--- config.mk ---
export PLATFORM = sky130hd
export DESIGN_NAME = mmnet_layer_sequencer_flat
export DESIGN_NICKNAME = d
export VERILOG_FILES = /design/src/rtl/mmnet_pkg.sv /design/src/rtl/mmnet_layer_sequencer_if.sv /design/src/rtl/mmnet_layer_sequencer.sv /design/src/flat_wrapper.sv
export SDC_FILE = /design/constraint.sdc
export NUM_CORES = 1
export LEC_CHECK = 0
export ABC_CLOCK_PERIOD_IN_PS = 8300
export CORE_ASPECT_RATIO = 1.4
export CORE_UTILIZATION = 31
export CTS_BUF_LIST = sky130_fd_sc_hd__clkbuf_8
export CTS_CLUSTER_DIAMETER = 50
export CTS_CLUSTER_SIZE = 10
export DETAILED_ROUTE_END_ITERATION = 16
export GPL_ROUTABILITY_DRIVEN = 0
export MAX_ROUTING_LAYER = met4
export PLACE_DENSITY = 0.54
export SLEW_MARGIN = 30
export SYNTH_ARGS = -nofsm -noshare
export SYNTH_HDL_FRONTEND = slang
export SYNTH_SLANG_ARGS = --single-unit
--- constraint.sdc ---
create_clock -name clk -period 8.3 [get_ports clk]
set_clock_uncertainty 0.15 [all_clocks]
set_input_delay 2.49 -clock clk [delete_from_list [all_inputs] [get_ports clk]]
set_output_delay 2.49 -clock clk [all_outputs]
set_load 0.03 [all_outputs]
--- src/rtl/mmnet_pkg.sv ---
// Shared types, sizing constants and per-layer lookups for the mmnet layer sequencer.
package mmnet_pkg;

    // Jobs (output channels / neurons) issued per stage
    localparam int CONV_CH = 6;
    localparam int DWCV_CH = 16;
    localparam int FC1_CH  = 84;
    localparam int FC2_CH  = 10;

    // Weight words consumed by one job of each stage
    localparam int CONV_KW = 27;
    localparam int DWCV_KW = 54;
    localparam int FC1_KW  = 576;
    localparam int FC2_KW  = 84;

    localparam int ADDR_W = 16;
    localparam int CH_W   = 7;

    // Weight regions are packed back to back in stage order
    localparam int CONV_BASE   = 0;
    localparam int DWCV_BASE   = CONV_BASE + CONV_CH * CONV_KW;
    localparam int FC1_BASE    = DWCV_BASE + DWCV_CH * DWCV_KW;
    localparam int FC2_BASE    = FC1_BASE + FC1_CH * FC1_KW;
    localparam int TOTAL_WORDS = FC2_BASE + FC2_CH * FC2_KW;

    typedef enum logic [1:0] {
        LAYER_CONV = 2'd0,
        LAYER_DWCV = 2'd1,
        LAYER_FC1  = 2'd2,
        LAYER_FC2  = 2'd3
    } layer_t;

    typedef enum logic [2:0] {
        ST_IDLE    = 3'd0,
        ST_ISSUE   = 3'd1,
        ST_WAIT    = 3'd2,
        ST_ADVANCE = 3'd3,
        ST_FINISH  = 3'd4,
        ST_DRAIN   = 3'd5
    } seq_state_t;

    // Index of the final job in a stage
    function automatic logic [CH_W-1:0] last_channel(input layer_t layer);
        case (layer)
            LAYER_CONV: return CH_W'(CONV_CH - 1);
            LAYER_DWCV: return CH_W'(DWCV_CH - 1);
            LAYER_FC1:  return CH_W'(FC1_CH - 1);
            default:    return CH_W'(FC2_CH - 1);
        endcase
    endfunction

    // Weight-address stride between consecutive jobs of a stage
    function automatic logic [ADDR_W-1:0] layer_kw(input layer_t layer);
        case (layer)
            LAYER_CONV: return ADDR_W'(CONV_KW);
            LAYER_DWCV: return ADDR_W'(DWCV_KW);
            LAYER_FC1:  return ADDR_W'(FC1_KW);
            default:    return ADDR_W'(FC2_KW);
        endcase
    endfunction

endpackage

--- src/rtl/mmnet_layer_sequencer_if.sv ---
// Host start/done handshake plus engine job bus of the layer sequencer.
interface mmnet_layer_sequencer_if;
    import mmnet_pkg::*;

    logic              start;
    logic              abort;
    logic              busy;
    logic              done;
    logic              aborted;
    logic              eng_start;
    logic              eng_done;
    logic [1:0]        eng_layer;
    logic [CH_W-1:0]   eng_channel;
    logic [ADDR_W-1:0] eng_wbase;
    logic              eng_src_buf;
    logic              eng_dst_buf;
    logic              err_spurious;

    // Sequencer side
    modport master (
        input  start, abort, eng_done,
        output busy, done, aborted, eng_start, eng_layer, eng_channel,
               eng_wbase, eng_src_buf, eng_dst_buf, err_spurious
    );

    // Host / engine side
    modport slave (
        output start, abort, eng_done,
        input  busy, done, aborted, eng_start, eng_layer, eng_channel,
               eng_wbase, eng_src_buf, eng_dst_buf, err_spurious
    );

endinterface

--- src/rtl/mmnet_layer_sequencer.sv ---
// Walks the shared compute engine through conv, dwcv, fc1 and fc2, one job per
// output channel, handing each job its layer, channel, weight base and buffers.
module mmnet_layer_sequencer
    import mmnet_pkg::*;
(
    input  logic                  clk,
    input  logic                  rst,
    mmnet_layer_sequencer_if.master bus
);

    seq_state_t        state,   state_next;
    layer_t            layer,   layer_next;
    logic [CH_W-1:0]   channel, channel_next;
    logic [ADDR_W-1:0] wbase,   wbase_next;
    logic              aborted_q, aborted_next;
    logic              err_q,     err_next;

    // State and job-descriptor registers; rst returns everything to idle zeros
    always_ff @(posedge clk) begin
        if (rst) begin
            state     <= ST_IDLE;
            layer     <= LAYER_CONV;
            channel   <= '0;
            wbase     <= '0;
            aborted_q <= 1'b0;
            err_q     <= 1'b0;
        end else begin
            state     <= state_next;
            layer     <= layer_next;
            channel   <= channel_next;
            wbase     <= wbase_next;
            aborted_q <= aborted_next;
            err_q     <= err_next;
        end
    end

    // Next-state logic: job stepping, layer rollover and the abort/drain paths
    always_comb begin
        state_next   = state;
        layer_next   = layer;
        channel_next = channel;
        wbase_next   = wbase;
        aborted_next = 1'b0;
        // eng_done is only legitimate while a job is outstanding
        err_next     = err_q | (bus.eng_done & (state != ST_WAIT) & (state != ST_DRAIN));

        case (state)
            ST_IDLE: begin
                if (bus.start && !bus.abort) begin
                    state_next   = ST_ISSUE;
                    layer_next   = LAYER_CONV;
                    channel_next = '0;
                    wbase_next   = '0;
                end
            end
            ST_ISSUE: begin
                if (bus.abort) begin
                    state_next   = ST_IDLE;
                    aborted_next = 1'b1;
                end else begin
                    state_next = ST_WAIT;
                end
            end
            ST_WAIT: begin
                if (bus.abort) begin
                    // a job in flight must finish before we let go of the engine
                    if (bus.eng_done) begin
                        state_next   = ST_IDLE;
                        aborted_next = 1'b1;
                    end else begin
                        state_next = ST_DRAIN;
                    end
                end else if (bus.eng_done) begin
                    state_next = ST_ADVANCE;
                end
            end
            ST_ADVANCE: begin
                if (bus.abort) begin
                    state_next   = ST_IDLE;
                    aborted_next = 1'b1;
                end else begin
                    wbase_next = wbase + layer_kw(layer);
                    if (channel == last_channel(layer)) begin
                        if (layer == LAYER_FC2) begin
                            state_next = ST_FINISH;
                        end else begin
                            layer_next   = layer_t'(layer + 2'd1);
                            channel_next = '0;
                            state_next   = ST_ISSUE;
                        end
                    end else begin
                        channel_next = channel + CH_W'(1);
                        state_next   = ST_ISSUE;
                    end
                end
            end
            ST_FINISH: begin
                state_next = ST_IDLE;
            end
            ST_DRAIN: begin
                if (bus.eng_done) begin
                    state_next   = ST_IDLE;
                    aborted_next = 1'b1;
                end
            end
            default: begin
                state_next = ST_IDLE;
            end
        endcase
    end

    // A launch cancelled by abort in the same cycle is never shown to the engine
    assign bus.eng_start    = (state == ST_ISSUE) && !bus.abort;
    assign bus.busy         = (state == ST_ISSUE) || (state == ST_WAIT) ||
                              (state == ST_ADVANCE) || (state == ST_DRAIN);
    assign bus.done         = (state == ST_FINISH);
    assign bus.aborted      = aborted_q;
    assign bus.err_spurious = err_q;
    assign bus.eng_layer    = layer;
    assign bus.eng_channel  = channel;
    assign bus.eng_wbase    = wbase;
    // Ping-pong: even layers read buffer 0 and write 1, odd layers the reverse
    assign bus.eng_src_buf  = layer[0];
    assign bus.eng_dst_buf  = (state != ST_IDLE) & ~layer[0];

endmodule

--- src/flat_wrapper.sv ---
// flat-port wrapper written by rule: the top's interface ports become plain ports
module mmnet_layer_sequencer_flat import mmnet_pkg::*;
  (clk, rst, bus_start, bus_abort, bus_eng_done, bus_busy, bus_done, bus_aborted, bus_eng_start, bus_eng_layer, bus_eng_channel, bus_eng_wbase, bus_eng_src_buf, bus_eng_dst_buf, bus_err_spurious);
  mmnet_layer_sequencer_if bus_i ();
  input  logic clk;
  input  logic rst;
  input wire logic [$bits(bus_i.start)-1:0] bus_start;
  input wire logic [$bits(bus_i.abort)-1:0] bus_abort;
  input wire logic [$bits(bus_i.eng_done)-1:0] bus_eng_done;
  output wire logic [$bits(bus_i.busy)-1:0] bus_busy;
  output wire logic [$bits(bus_i.done)-1:0] bus_done;
  output wire logic [$bits(bus_i.aborted)-1:0] bus_aborted;
  output wire logic [$bits(bus_i.eng_start)-1:0] bus_eng_start;
  output wire logic [$bits(bus_i.eng_layer)-1:0] bus_eng_layer;
  output wire logic [$bits(bus_i.eng_channel)-1:0] bus_eng_channel;
  output wire logic [$bits(bus_i.eng_wbase)-1:0] bus_eng_wbase;
  output wire logic [$bits(bus_i.eng_src_buf)-1:0] bus_eng_src_buf;
  output wire logic [$bits(bus_i.eng_dst_buf)-1:0] bus_eng_dst_buf;
  output wire logic [$bits(bus_i.err_spurious)-1:0] bus_err_spurious;
  assign bus_i.start = bus_start;
  assign bus_i.abort = bus_abort;
  assign bus_i.eng_done = bus_eng_done;
  assign bus_busy = bus_i.busy;
  assign bus_done = bus_i.done;
  assign bus_aborted = bus_i.aborted;
  assign bus_eng_start = bus_i.eng_start;
  assign bus_eng_layer = bus_i.eng_layer;
  assign bus_eng_channel = bus_i.eng_channel;
  assign bus_eng_wbase = bus_i.eng_wbase;
  assign bus_eng_src_buf = bus_i.eng_src_buf;
  assign bus_eng_dst_buf = bus_i.eng_dst_buf;
  assign bus_err_spurious = bus_i.err_spurious;
  mmnet_layer_sequencer u_core (.clk(clk), .rst(rst), .bus(bus_i));
endmodule
==> metrics.md <==
| Metric | Value |
|---|---|
| Vias per cell | 5.32 |
| NumNets Final | 303 |
| Final Critical Period | 6.77 ns |
| Most common flop cell mapped by yosys | dfxtp_1 |
| Most frequent cell after synthesis | nor2_1 |
| # resized after CTS | 0 |
| Synth Net Count | around 270 |
| CP required | around 5.7 ns |
| Post-CTS setup buffers | 0 |
| Psw | 0.0000813 W |
| Async S/R FF share, synth | 0 |
| Slew headroom | 0.462 |
| Post-Route WL | approximately 4.9 mm |
| First-pass GRT wire length | about 8.5 mm |
| RSZ-0062 raised after global routing | no |
| Combinational power share | 0.116 |
| Setup crit end | bus_eng_start |
| Vias in the first global route | about 1.8k |
| Seq/Total Area, Yosys | 0.295 |
| Number of library cell types mapped by synthesis | between 50 and 60 |
| Core area | about 6300 um2 |
| Initial antenna violation count | 0 |
| Share of power burned in registers | 0.503 |
| FF-to-FF path depth | 10 |
| Maximum clock path buffer count | 2 |
| DIE AREA | a little under 7000 um2 |
| EDFF count, synth | 0 |
| Post-route ant nets | 0 |
| Largest area contributor in the netlist | dfxtp_1 |
| Util after Layout | 0.397 |
| Net Sw Frac | 0.274 |
| Synth-to-Final Area Change | 22.8% |
| Fmax | ~0.15 GHz |
| Crit Path Max Fanout | 6 |
| CTS tree | done |
| Pwr Density | approximately 120 nW/um2 |
| Seq cells post-synth | 30 |
| Most common library cells after synthesis | 31 x nor2_1, 30 x dfxtp_1, 23 x a21oi_1, 14 x ha_1, 14 x nand2_1 |
| Reg2Reg Setup Slack | around 5.2 ns |
| TritonCTS buffer count | 5 |
| Root Buffer | clkbuf_8 |
| Diode count | 0 |
| Clock slew at reported path FFs | roughly 0.06 ns |
| Post-DP HPWL | between 3 and 4 mm |
| Fin crit share | 0.816 |
| Share of cells above drive strength 1 | 0.0742 |
| Lkg Pwr | 0.908 nW |
| Starting density of the core | 0.324 |
| Setup TNS | 0 ns |
| WL/cell | between 10 and 15 um |
| Outcome | complete, but fails checks |
| R2R Path End | u_core.bus.eng_wbase[12] |
| Worst setup path class | in -> out |
| CTS sink cnt | 30 |
| Clock share of power | 0.381 |
| CP Data Arrival Time | between 4 and 5 ns |
| Max-cap viol count | 0 |
| Die Wd | a little over 70 um |
| Gate Count Post-Synth | 249 |
| Final Hold Vio Count | 0 |
| Worst Slack Setup Final | between 1.5 and 2 ns |
| CP Capture Type | output port |
| Worst flop-to-flop path startpoint | u_core.bus.eng_layer[0] |
| DR pass1 iterations | 10 |
| Setup WS pre-CTS | 1.53 ns |
| H-tree depth | 2 |
| Cts hold-fix bufs | 0 |
| Crit path launch type | primary input |
| Worst-Margin Slew | approximately 0.80 ns |
| Worst-Skew Late Latency | approximately 0.28 ns |
| # rows | 34 |
| Final setup viols | 0 |
| Total grt overflow | 0 |
| Failing checks | design-rule violations |
| # DRC | 4 |
| Final Slew Violations | 0 |
| Max VDD drop | 0.0613 mV |
| Largest net degree at the start of global routing | 22 |
| Int Power | around 0.00022 W |
| Ys Warns | 0 |
| Top area cells in the synthesized netlist | dfxtp_1 29%, ha_1 8.6%, nor2_1 5.7% |
| Syn Area/Cell | 8.18 um2 |
| IO Pins | 37 |
| GRT Resource Usage Total | 0.160 |
| Worst setup startpoint | bus_abort |
| PortBufs | 36 |
| Die H | 97.9 um |
| Cell area after synthesis | 2040 um2 |
| Top cell type's share of synthesized area | 0.295 |
| Tightest Hold Check Type | reg -> reg |
| Initial DRC count | 83 |
| Routed vias | around 1.9k |
## worst min path at each step
stage                        startpoint                  endpoint  slack, ns  depth (start not counted)
6_report        u_core.bus.err_spurious   u_core.bus.err_spurious       0.34                          2
5_1_grt        u_core.bus.eng_wbase[13]  u_core.bus.eng_wbase[13]       0.37                          2
4_1_cts         u_core.bus.err_spurious   u_core.bus.err_spurious       0.34                          2
3_5_place_dp    u_core.bus.err_spurious   u_core.bus.err_spurious       0.32                          2
3_3_place_gp    u_core.bus.err_spurious   u_core.bus.err_spurious       0.32                          2
2_1_floorplan  u_core.bus.eng_wbase[13]  u_core.bus.eng_wbase[13]       0.44                          2
## kinds of logic (layout without fill, tap and decap cells)
group / count (synthesis) / count (layout) / synth area share
AND/OR/NAND/NOR: 106 / 106 / 0.284
AO/OA/AOI/OAI: 67 / 67 / 0.220
flip-flops: 30 / 30 / 0.295
buffers and inverters: 18 / 52 / 0.0485
adder cells (fa/ha/maj): 15 / 15 / 0.0958
XOR/XNOR: 11 / 11 / 0.0473
multiplexers: 2 / 2 / 0.00983
## stage by stage
stage,hold WS [ns],cells,total power (W),area (um2)
6_report,0.337,355,0.000297,2500
5_1_grt,0.372,355,0.000312,2500
4_1_cts,0.341,355,0.000303,2500
3_5_place_dp,0.320,348,0.000187,2420
3_3_place_gp,0.320,348,0.000187,2420
2_1_floorplan,0.445,249,0.000176,2040
## area by class of cell
cell class	count	area, um2
clock buffers	5	68.8
clock inverters	2	10.0
fillers	661	3790
inverters	9	33.8
multi-input cells	201	1340
flip-flops and latches	30	601
well taps	72	90.1
repair buffers	36	360
## state kept, by name, indices dropped and copies added (netlist names)
signal and cells:
u_core.bus.eng_wbase 16, u_core.state 3, u_core.bus.eng_layer 2, u_core.bus.err_spurious 1, u_core.bus.eng_channel 7, u_core.bus.aborted 1
## critical path: stages
cell             delay (ns)
clkdlybuf4s50_1        0.51
or2_2                  0.35
nor2_1                 0.11
clkdlybuf4s50_1        0.67
## power groups by stage
| stage | combinational [W] | sequential, W | clock (W) |
|---|---|---|---|
| 6_report | 0.0000344 | 0.000149 | 0.000113 |
| 5_1_grt | 0.0000378 | 0.000149 | 0.000125 |
| 4_1_cts | 0.0000349 | 0.000149 | 0.000119 |
| 3_5_place_dp | 0.0000346 | 0.000152 | 0 |
| 3_3_place_gp | 0.0000348 | 0.000152 | 0 |
| 2_1_floorplan | 0.0000242 | 0.000152 | 0 |
## routing by layer
metal / wire length, um / up-vias / global-route usage
met5: 0 / - / -
met4: 65 / 0 / 0.0518
met3: 210 / 5 / 0.0392
met2: 2490 / 38 / 0.291
met1: 2180 / 869 / 0.168
li1: - / 976 / -
## placed cells by master, fill, tap and decap left out, types with 7 or more instances in the layout
master	count
clkdlybuf4s50_1	36
nor2_1	31
dfxtp_1	30
a21oi_1	23
nand2_1	14
ha_1	14
nand3_1	10
inv_1	9
o21ai_0	9
xor2_1	9
nand2b_1	7
nor3_1	7
(Power assumes the default switching activity.)
